<file path="config.mk">
export PLATFORM = sky130hd
export DESIGN_NAME = rob_commit_flat
export DESIGN_NICKNAME = d
export VERILOG_FILES = /design/src/rtl/rob_commit_if.sv /design/src/rtl/rob_commit.sv /design/src/flat_wrapper.sv
export SDC_FILE = /design/constraint.sdc
export NUM_CORES = 2
export LEC_CHECK = 0
export BUFFER_PORTS_ARGS = -buffer_cell sky130_fd_sc_hd__buf_2
export CORE_MARGIN = 2
export CORE_UTILIZATION = 48
export CTS_CLUSTER_DIAMETER = 80
export DETAILED_ROUTE_END_ITERATION = 6
export GPL_TIMING_DRIVEN = 0
export PLACE_DENSITY = 0.65
export SYNTH_ARGS = -nofsm -noshare
export SYNTH_HDL_FRONTEND = slang
export SYNTH_SLANG_ARGS = --single-unit
</file>
<file path="constraint.sdc">
create_clock -name clk_in -period 5.4 [get_ports clk_in]
set_clock_uncertainty 0.15 [all_clocks]
set_input_delay 0.81 -clock clk_in [delete_from_list [all_inputs] [get_ports clk_in]]
set_output_delay 0.81 -clock clk_in [all_outputs]
set_load 0.02 [all_outputs]
</file>
<file path="src/rtl/rob_commit_if.sv">
// rob_commit_if: issue, CDB, operand-query and commit/flush signals of the
// reorder buffer. "master" is the core side (issue/execute), "slave" is the ROB.
interface rob_commit_if;
  // issue / allocation
  logic        issue_valid;
  logic        issue_has_dest;
  logic [4:0]  issue_rd;
  logic        issue_is_branch;
  logic [31:0] issue_tag;
  logic        rob_full;
  // common data bus
  logic        cdb_valid;
  logic [31:0] cdb_tag;
  logic [31:0] cdb_value;
  logic        cdb_mispredict;
  logic [31:0] cdb_target;
  // operand tag queries
  logic [31:0] query_tag_1;
  logic [31:0] query_tag_2;
  logic        query_ready_1;
  logic        query_ready_2;
  logic [31:0] query_value_1;
  logic [31:0] query_value_2;
  // register-file commit port and flush
  logic        commit_en;
  logic [4:0]  commit_rd;
  logic [31:0] commit_value;
  logic [31:0] commit_tag;
  logic        clear;
  logic [31:0] redirect_pc;

  modport master (
    output issue_valid, issue_has_dest, issue_rd, issue_is_branch,
    output cdb_valid, cdb_tag, cdb_value, cdb_mispredict, cdb_target,
    output query_tag_1, query_tag_2,
    input  issue_tag, rob_full,
    input  query_ready_1, query_ready_2, query_value_1, query_value_2,
    input  commit_en, commit_rd, commit_value, commit_tag, clear, redirect_pc
  );

  modport slave (
    input  issue_valid, issue_has_dest, issue_rd, issue_is_branch,
    input  cdb_valid, cdb_tag, cdb_value, cdb_mispredict, cdb_target,
    input  query_tag_1, query_tag_2,
    output issue_tag, rob_full,
    output query_ready_1, query_ready_2, query_value_1, query_value_2,
    output commit_en, commit_rd, commit_value, commit_tag, clear, redirect_pc
  );
endinterface

</file>
<file path="src/rtl/rob_commit.sv">
// rob_commit: reorder buffer with in-order commit for the Tomasulo core.
// Allocates entries at the tail, captures CDB results, retires the head in
// program order and flushes everything on a mispredicted branch at the head.
// Optional macro ROB_QUERY_BYPASS_EN: operand queries also see the
// same-cycle CDB broadcast.
module rob_commit #(
  parameter int unsigned ROB_DEPTH = 16,
  parameter int unsigned TAG_W     = 4
) (
  input  logic         clk_in,
  input  logic         rst_in,
  input  logic         rdy_in,
  rob_commit_if.slave  bus
);

  // ---------------- local copies of interface inputs ----------------
  logic        issue_valid, issue_has_dest, issue_is_branch;
  logic [4:0]  issue_rd;
  logic        cdb_valid, cdb_mispredict;
  logic [31:0] cdb_tag, cdb_value, cdb_target;

  assign issue_valid     = bus.issue_valid;
  assign issue_has_dest  = bus.issue_has_dest;
  assign issue_rd        = bus.issue_rd;
  assign issue_is_branch = bus.issue_is_branch;
  assign cdb_valid       = bus.cdb_valid;
  assign cdb_tag         = bus.cdb_tag;
  assign cdb_value       = bus.cdb_value;
  assign cdb_mispredict  = bus.cdb_mispredict;
  assign cdb_target      = bus.cdb_target;

  // ---------------- state ----------------
  logic [ROB_DEPTH-1:0] busy_q, busy_d;
  logic [ROB_DEPTH-1:0] ready_q, ready_d;
  logic [ROB_DEPTH-1:0] has_dest_q, has_dest_d;
  logic [ROB_DEPTH-1:0] is_branch_q, is_branch_d;
  logic [ROB_DEPTH-1:0] mispredict_q, mispredict_d;
  logic [4:0]           rd_q     [ROB_DEPTH];
  logic [4:0]           rd_d     [ROB_DEPTH];
  logic [31:0]          value_q  [ROB_DEPTH];
  logic [31:0]          value_d  [ROB_DEPTH];
  logic [31:0]          target_q [ROB_DEPTH];
  logic [31:0]          target_d [ROB_DEPTH];

  logic [TAG_W-1:0] head_q, head_d;
  logic [TAG_W-1:0] tail_q, tail_d;
  logic [TAG_W:0]   count_q, count_d;

  logic        commit_en_q, commit_en_d;
  logic [4:0]  commit_rd_q, commit_rd_d;
  logic [31:0] commit_value_q, commit_value_d;
  logic [31:0] commit_tag_q, commit_tag_d;
  logic        clear_q, clear_d;
  logic [31:0] redirect_pc_q, redirect_pc_d;

  // ---------------- derived control ----------------
  logic             rob_full;
  logic [TAG_W-1:0] cdb_idx;
  logic             cdb_in_range;
  logic             cdb_hit;
  logic             do_commit;
  logic             do_flush;
  logic             do_alloc;

  assign rob_full     = (count_q == (TAG_W+1)'(ROB_DEPTH));
  assign cdb_idx      = cdb_tag[TAG_W-1:0];
  assign cdb_in_range = (cdb_tag[31:TAG_W] == '0);
  assign cdb_hit      = cdb_valid && cdb_in_range && busy_q[cdb_idx];
  assign do_commit    = busy_q[head_q] && ready_q[head_q];
  assign do_flush     = do_commit && is_branch_q[head_q] && mispredict_q[head_q];
  assign do_alloc     = issue_valid && !rob_full && !do_flush;

  // Next-state: writeback, then commit frees head, then allocate at tail;
  // a head mispredict overrides everything with a full flush.
  always_comb begin
    busy_d         = busy_q;
    ready_d        = ready_q;
    has_dest_d     = has_dest_q;
    is_branch_d    = is_branch_q;
    mispredict_d   = mispredict_q;
    rd_d           = rd_q;
    value_d        = value_q;
    target_d       = target_q;
    head_d         = head_q;
    tail_d         = tail_q;
    count_d        = count_q;
    commit_en_d    = 1'b0;
    commit_rd_d    = commit_rd_q;
    commit_value_d = commit_value_q;
    commit_tag_d   = commit_tag_q;
    clear_d        = 1'b0;
    redirect_pc_d  = redirect_pc_q;

    if (rdy_in) begin
      if (cdb_hit) begin
        ready_d[cdb_idx]      = 1'b1;
        value_d[cdb_idx]      = cdb_value;
        mispredict_d[cdb_idx] = cdb_mispredict;
        target_d[cdb_idx]     = cdb_target;
      end

      if (do_commit) begin
        busy_d[head_q]  = 1'b0;
        ready_d[head_q] = 1'b0;
        head_d          = head_q + TAG_W'(1);
        if (has_dest_q[head_q] && (rd_q[head_q] != 5'd0)) begin
          commit_en_d    = 1'b1;
          commit_rd_d    = rd_q[head_q];
          commit_value_d = value_q[head_q];
          commit_tag_d   = 32'(head_q);
        end
      end

      if (do_alloc) begin
        busy_d[tail_q]       = 1'b1;
        ready_d[tail_q]      = 1'b0;
        has_dest_d[tail_q]   = issue_has_dest;
        is_branch_d[tail_q]  = issue_is_branch;
        mispredict_d[tail_q] = 1'b0;
        rd_d[tail_q]         = issue_rd;
        value_d[tail_q]      = '0;
        target_d[tail_q]     = '0;
        tail_d               = tail_q + TAG_W'(1);
      end

      count_d = count_q + (TAG_W+1)'(do_alloc) - (TAG_W+1)'(do_commit);

      if (do_flush) begin
        busy_d        = '0;
        ready_d       = '0;
        head_d        = '0;
        tail_d        = '0;
        count_d       = '0;
        clear_d       = 1'b1;
        redirect_pc_d = target_q[head_q];
      end
    end
  end

  // State and registered commit/flush outputs; async active-low reset.
  always_ff @(posedge clk_in or negedge rst_in) begin
    if (!rst_in) begin
      busy_q         <= '0;
      ready_q        <= '0;
      has_dest_q     <= '0;
      is_branch_q    <= '0;
      mispredict_q   <= '0;
      for (int unsigned i = 0; i < ROB_DEPTH; i++) begin
        rd_q[i]     <= '0;
        value_q[i]  <= '0;
        target_q[i] <= '0;
      end
      head_q         <= '0;
      tail_q         <= '0;
      count_q        <= '0;
      commit_en_q    <= 1'b0;
      commit_rd_q    <= '0;
      commit_value_q <= '0;
      commit_tag_q   <= '0;
      clear_q        <= 1'b0;
      redirect_pc_q  <= '0;
    end else begin
      busy_q         <= busy_d;
      ready_q        <= ready_d;
      has_dest_q     <= has_dest_d;
      is_branch_q    <= is_branch_d;
      mispredict_q   <= mispredict_d;
      rd_q           <= rd_d;
      value_q        <= value_d;
      target_q       <= target_d;
      head_q         <= head_d;
      tail_q         <= tail_d;
      count_q        <= count_d;
      commit_en_q    <= commit_en_d;
      commit_rd_q    <= commit_rd_d;
      commit_value_q <= commit_value_d;
      commit_tag_q   <= commit_tag_d;
      clear_q        <= clear_d;
      redirect_pc_q  <= redirect_pc_d;
    end
  end

  // Operand lookup: {ready, value} for a tag; out-of-range tags never hit.
  function automatic logic [32:0] lookup(input logic [31:0] tag);
    logic [TAG_W-1:0] idx;
    lookup = '0;
    idx    = tag[TAG_W-1:0];
    if ((tag[31:TAG_W] == '0) && busy_q[idx]) begin
      if (ready_q[idx]) begin
        lookup = {1'b1, value_q[idx]};
      end
`ifdef ROB_QUERY_BYPASS_EN
      else if (cdb_valid && (cdb_tag == tag)) begin
        lookup = {1'b1, cdb_value};
      end
`endif
    end
  endfunction

  logic [32:0] q1_res, q2_res;

  // Combinational answers to the two issue-stage operand queries.
  always_comb begin
    q1_res = lookup(bus.query_tag_1);
    q2_res = lookup(bus.query_tag_2);
  end

  assign bus.query_ready_1 = q1_res[32];
  assign bus.query_value_1 = q1_res[31:0];
  assign bus.query_ready_2 = q2_res[32];
  assign bus.query_value_2 = q2_res[31:0];

  assign bus.issue_tag    = 32'(tail_q);
  assign bus.rob_full     = rob_full;
  assign bus.commit_en    = commit_en_q;
  assign bus.commit_rd    = commit_rd_q;
  assign bus.commit_value = commit_value_q;
  assign bus.commit_tag   = commit_tag_q;
  assign bus.clear        = clear_q;
  assign bus.redirect_pc  = redirect_pc_q;

endmodule
</file>
<file path="src/flat_wrapper.sv">
// flat-port wrapper written by rule: the top's interface ports become plain ports
module rob_commit_flat 
#(
  parameter int unsigned ROB_DEPTH = 16,
  parameter int unsigned TAG_W     = 4
)
  (clk_in, rst_in, rdy_in, bus_issue_valid, bus_issue_has_dest, bus_issue_rd, bus_issue_is_branch, bus_cdb_valid, bus_cdb_tag, bus_cdb_value, bus_cdb_mispredict, bus_cdb_target, bus_query_tag_1, bus_query_tag_2, bus_issue_tag, bus_rob_full, bus_query_ready_1, bus_query_ready_2, bus_query_value_1, bus_query_value_2, bus_commit_en, bus_commit_rd, bus_commit_value, bus_commit_tag, bus_clear, bus_redirect_pc);
  rob_commit_if bus_i ();
  input  logic clk_in;
  input  logic rst_in;
  input  logic rdy_in;
  input wire logic [$bits(bus_i.issue_valid)-1:0] bus_issue_valid;
  input wire logic [$bits(bus_i.issue_has_dest)-1:0] bus_issue_has_dest;
  input wire logic [$bits(bus_i.issue_rd)-1:0] bus_issue_rd;
  input wire logic [$bits(bus_i.issue_is_branch)-1:0] bus_issue_is_branch;
  input wire logic [$bits(bus_i.cdb_valid)-1:0] bus_cdb_valid;
  input wire logic [$bits(bus_i.cdb_tag)-1:0] bus_cdb_tag;
  input wire logic [$bits(bus_i.cdb_value)-1:0] bus_cdb_value;
  input wire logic [$bits(bus_i.cdb_mispredict)-1:0] bus_cdb_mispredict;
  input wire logic [$bits(bus_i.cdb_target)-1:0] bus_cdb_target;
  input wire logic [$bits(bus_i.query_tag_1)-1:0] bus_query_tag_1;
  input wire logic [$bits(bus_i.query_tag_2)-1:0] bus_query_tag_2;
  output wire logic [$bits(bus_i.issue_tag)-1:0] bus_issue_tag;
  output wire logic [$bits(bus_i.rob_full)-1:0] bus_rob_full;
  output wire logic [$bits(bus_i.query_ready_1)-1:0] bus_query_ready_1;
  output wire logic [$bits(bus_i.query_ready_2)-1:0] bus_query_ready_2;
  output wire logic [$bits(bus_i.query_value_1)-1:0] bus_query_value_1;
  output wire logic [$bits(bus_i.query_value_2)-1:0] bus_query_value_2;
  output wire logic [$bits(bus_i.commit_en)-1:0] bus_commit_en;
  output wire logic [$bits(bus_i.commit_rd)-1:0] bus_commit_rd;
  output wire logic [$bits(bus_i.commit_value)-1:0] bus_commit_value;
  output wire logic [$bits(bus_i.commit_tag)-1:0] bus_commit_tag;
  output wire logic [$bits(bus_i.clear)-1:0] bus_clear;
  output wire logic [$bits(bus_i.redirect_pc)-1:0] bus_redirect_pc;
  assign bus_i.issue_valid = bus_issue_valid;
  assign bus_i.issue_has_dest = bus_issue_has_dest;
  assign bus_i.issue_rd = bus_issue_rd;
  assign bus_i.issue_is_branch = bus_issue_is_branch;
  assign bus_i.cdb_valid = bus_cdb_valid;
  assign bus_i.cdb_tag = bus_cdb_tag;
  assign bus_i.cdb_value = bus_cdb_value;
  assign bus_i.cdb_mispredict = bus_cdb_mispredict;
  assign bus_i.cdb_target = bus_cdb_target;
  assign bus_i.query_tag_1 = bus_query_tag_1;
  assign bus_i.query_tag_2 = bus_query_tag_2;
  assign bus_issue_tag = bus_i.issue_tag;
  assign bus_rob_full = bus_i.rob_full;
  assign bus_query_ready_1 = bus_i.query_ready_1;
  assign bus_query_ready_2 = bus_i.query_ready_2;
  assign bus_query_value_1 = bus_i.query_value_1;
  assign bus_query_value_2 = bus_i.query_value_2;
  assign bus_commit_en = bus_i.commit_en;
  assign bus_commit_rd = bus_i.commit_rd;
  assign bus_commit_value = bus_i.commit_value;
  assign bus_commit_tag = bus_i.commit_tag;
  assign bus_clear = bus_i.clear;
  assign bus_redirect_pc = bus_i.redirect_pc;
  rob_commit #(.ROB_DEPTH(ROB_DEPTH), .TAG_W(TAG_W)) u_core (.clk_in(clk_in), .rst_in(rst_in), .rdy_in(rdy_in), .bus(bus_i));
endmodule
</file>
==> run summary <==
The overall power of the completed layout came out at 26.43 mW. Cells with a size suffix above 1 make up 33.64% of the layout. The number of instances in the placed design was 6477; the count of final hold-check violations was 0.

The setup slack of the critical path after layout was -0.04825 ns. The final number of max-transition violations came out at 0. Walking the worst path, the cells encountered are clkbuf_1 > clkbuf_1 > clkbuf_1 > clkbuf_1 > mux4_2 > mux4_2 > nor2b_1 > buf_2.

The cell occurring most often along the worst timing path was sky130_fd_sc_hd__clkbuf_1. Clock-pin slew was measured on the worst setup and hold paths at 0.06 ns. At the pin with the least slew margin, the transition time is 1.408 ns. The clock drives 1272 sinks. The routed via count is 48378, and the total setup buffers inserted after CTS is 0. The tools report the number of search-and-repair iterations in the first detailed-routing pass as 7.

At the later pin of the worst-skew pair, clock insertion delay measures 0.81 ns. The tools report the required time of the critical path as 4.44 ns. The floorplan step defined a die boundary enclosing 137900 um^2. The critical path's slowest cell is sky130_fd_sc_hd__clkbuf_1. For the total length of routed wires, the log shows 239.3 mm. Detailed placement finished with a half-perimeter wire length of 159.3 mm. The dominant synthesized flop cell is sky130_fd_sc_hd__dfrtp_1. The synthesized netlist contains 63 unique library cells.

The logs give 48.43% for the effective utilization at floorplan and 31.57 nW for the leakage power. During placement, the flow inserted port buffers numbering 243. Setup violations remaining at the end of the flow were counted as 6. The worst path uses 100.9% of the clock period. The number of global-route vias before repair is 48423, and the stage delay of the slowest cell on the critical path is 0.95 ns.

The maximum number of buffers from clock root to sink is 3. The kind of critical path was primary input to output port. For the worst setup path, the data arrival time is 4.49 ns. Setup repair after global routing could not meet its margin everywhere. Dividing the detail-routed via count by the number of cells gives 7.164. The tightest min-delay check is of the primary input to flop type. Max-cap violations in this run came to 0. The maximum fanout along the worst path is 10, and the global placement routability congestion is 0.9719. Entering global routing, the biggest net connects 176 pins. For this run the aggregate overflow at the end of global routing stands at 0. Number of antenna violations at the first check in global routing: 26. The remaining max-slew budget at the tightest pin came out at 6.132%. The count of unresolved DRC violations after routing came out at 1.

In this run the horizontal extent of the chip is 371.4 um. From synthesis to final layout, the design area changed by 13.70%. The synthesized netlist occupies a cell area of 64790 um^2. The checks that failed: design-rule violations, negative setup slack. The aggregate global-route resource usage was 34.92%. The run gives 49.13% as the sequential-to-total area share from yosys stat. Critical path launch point type: a primary input.

The number of buffers inserted during clock tree synthesis was 141; the post-detailed-route wirelength per cell was 35.43 um. The tools report the global-route wire length before repair as 346.2 mm. The die is 371.4 um tall. In this run the remaining antenna-violating nets after routing total 0. Counting flops with a built-in enable in the synthesized netlist gives 0. Number of placed I/O pins: 375. TritonCTS built the clock tree.

The minimum period implied by the final worst setup slack came out at 5.448 ns. Leaving out fill and tap cells, the most frequent cells in the layout are sky130_fd_sc_hd__dfrtp_1, sky130_fd_sc_hd__mux4_2, sky130_fd_sc_hd__o2bb2ai_1, sky130_fd_sc_hd__a22o_1, sky130_fd_sc_hd__buf_2. The core region is 133800 um^2.

Counting flops and latches in the post-synthesis netlist gives 1272. During synthesis, Yosys emitted a total of 0 warnings. For this run, the top clock speed supported by timing is 183.5 MHz. In this run the power density over the cells is 358.8 nW/um^2.

Before CTS, the worst setup slack after placement is -0.3205 ns. The worst setup path is captured at an output port. The tools report the net count of the finished layout as 5043. CTS placed an instance of sky130_fd_sc_hd__clkbuf_16 at the clock tree root. CTS built an H-tree with a depth of 4. The share of async-settable or async-resettable flops after synthesis was 100.0%. Leaving out fill and tap cells, the most frequent cell in the layout is sky130_fd_sc_hd__dfrtp_1.

For this block, the initial DRC count from the detailed router was 6777. Row generation in the floorplan step produced 134 rows. The logs give 4402 for the post-synthesis instance total and 6753 for the number of standard cells in the layout, taps in and fillers out. The flow ran to the end, but the final reports show violations. The run gives 0.2687 mV as the maximum vdd drop. Averaged over all synthesized cells, the footprint is 14.72 um^2.
per-stage QoR:
step,utilization [%],area [um^2],TNS [ns],hold slack (ns)
final,55.06,73670,-0.1740,0.1898
after global routing,55.04,73640,-0.001502,0.1951
after CTS,54.99,73580,0,0.1639
after detailed placement,51.34,68690,-6.246,0.3182
after global placement,51.15,68430,-,0.3156
after floorplan,-,65000,0,0.3009
logic make-up after synthesis:
group	after synthesis	synth area share, %
mux	860	26.96
other cells	1	0.005788
fa+ha+maj	15	0.3012
compound gates	1229	16.16
xor+xnor	3	0.04056
simple gates	399	2.956
buf+inv	623	4.449
flops	1272	49.13
metal layers:
metal | global-route usage [%] | vias to the layer above | wire (um)
li1 | - | 18582 | -
met1 | 46.61 | 25548 | 90130
met2 | 49.92 | 3450 | 104300
met3 | 13.90 | 766 | 31390
met4 | 16.94 | 32 | 13110
met5 | 0 | - | 344
sequential cells by signal, indices dropped and copies added, names as in the netlist, 5 cells and up:
name	count
u_core.target_q	512
u_core.value_q	512
u_core.rd_q	80
u_core.bus.commit_value	32
u_core.bus.redirect_pc	32
u_core.busy_q	16
u_core.has_dest_q	16
u_core.is_branch_q	16
u_core.mispredict_q	16
u_core.ready_q	16
u_core.bus.commit_rd	5
u_core.count_q	5
worst paths after layout:
check / cells past startpoint / end / slack [ns] / start
worst max-delay path: 8 / bus_query_value_2[1] / -0.05 / bus_query_tag_2[2]
worst min-delay path: 2 / u_core.rd_q[77] / 0.19 / bus_issue_rd[2]
worst max register to register: 8 / u_core.bus.commit_value[2] / 0.23 / u_core.head_q[0]
worst min register to register: 1 / u_core.target_q[298] / 0.34 / u_core.target_q[298]
max in group asynchronous: 5 / u_core.target_q[432] / 1.95 / rst_in
min in group asynchronous: 2 / u_core.bus.commit_value[9] / 0.42 / rst_in
repair_timing:
action	4_1_cts	5_1_grt
pin swaps	0	0
gates cloned	0	0
endpoints found under the setup margin	53	36
hold buffers	1	0
endpoints found under the hold margin	91	0
resized for setup	11	27
worst max-delay path, delay by kind of cell:
| kind | cells | cell delay [ns] |
|---|---|---|
| and+or+nand+nor | 1 | 0.23 |
| buffers and inverters | 5 | 2.52 |
| muxes | 2 | 0.93 |
cell type report:
cell class / count / area, um^2
timing repair buffer: 255 / 1506
inverter: 33 / 123.9
fill: 10960 / 60120
clock inverter: 60 / 775.7
tap: 1768 / 2212
antenna: 18 / 45.04
sequential: 1272 / 31830
clock buffer: 195 / 4073
multi-input combinational: 2562 / 30290
buffer: 590 / 2815
synthesized netlist by cell type (4+ instances only):
cell type                   number  area share [%]
sky130_fd_sc_hd__dfrtp_1      1272              49
sky130_fd_sc_hd__mux4_2        680              24
sky130_fd_sc_hd__o2bb2ai_1     526             7.1
sky130_fd_sc_hd__a22o_1        522             7.1
sky130_fd_sc_hd__nand2_1       193             1.1
sky130_fd_sc_hd__buf_2         192             1.5
sky130_fd_sc_hd__clkbuf_1      173             1.0
sky130_fd_sc_hd__buf_1         149            0.86
sky130_fd_sc_hd__mux2_2        144             2.5
sky130_fd_sc_hd__nor2b_1        72            0.70
sky130_fd_sc_hd__buf_4          71            0.82
sky130_fd_sc_hd__nand3_1        46            0.36
sky130_fd_sc_hd__a21oi_1        41            0.32
sky130_fd_sc_hd__mux2_4         34            0.79
sky130_fd_sc_hd__inv_1          32            0.19
sky130_fd_sc_hd__o21ai_0        26            0.20
sky130_fd_sc_hd__nor2_1         22            0.13
sky130_fd_sc_hd__a31o_2         20            0.27
sky130_fd_sc_hd__nor4_1         19            0.18
sky130_fd_sc_hd__ha_1           14            0.27
sky130_fd_sc_hd__a21o_1         12            0.14
sky130_fd_sc_hd__and2_1         11            0.11
sky130_fd_sc_hd__a41oi_1         9            0.12
sky130_fd_sc_hd__a21boi_1        8           0.093
sky130_fd_sc_hd__o31ai_1         8           0.093
sky130_fd_sc_hd__a311oi_1        7           0.095
sky130_fd_sc_hd__and3_1          7           0.068
sky130_fd_sc_hd__nand4_1         7           0.068
sky130_fd_sc_hd__nor3_1          7           0.054
sky130_fd_sc_hd__a32o_1          6           0.093
sky130_fd_sc_hd__o21ai_1         6           0.046
sky130_fd_sc_hd__a31oi_2         5           0.097
sky130_fd_sc_hd__buf_6           5           0.087
sky130_fd_sc_hd__a22oi_1         4           0.046
sky130_fd_sc_hd__a31oi_1         4           0.039
sky130_fd_sc_hd__a32oi_1         4           0.054
sky130_fd_sc_hd__a41o_1          4           0.062
sky130_fd_sc_hd__and4_1          4           0.054
power breakdown:
| group | switching (mW) | internal, mW |
|---|---|---|
| clock | 4.33 | 5.82 |
| combinational | 3.80 | 2.14 |
| sequential | 0.325 | 10.0 |
| total | 8.45 | 18.0 |
(Power assumes the default switching activity.)
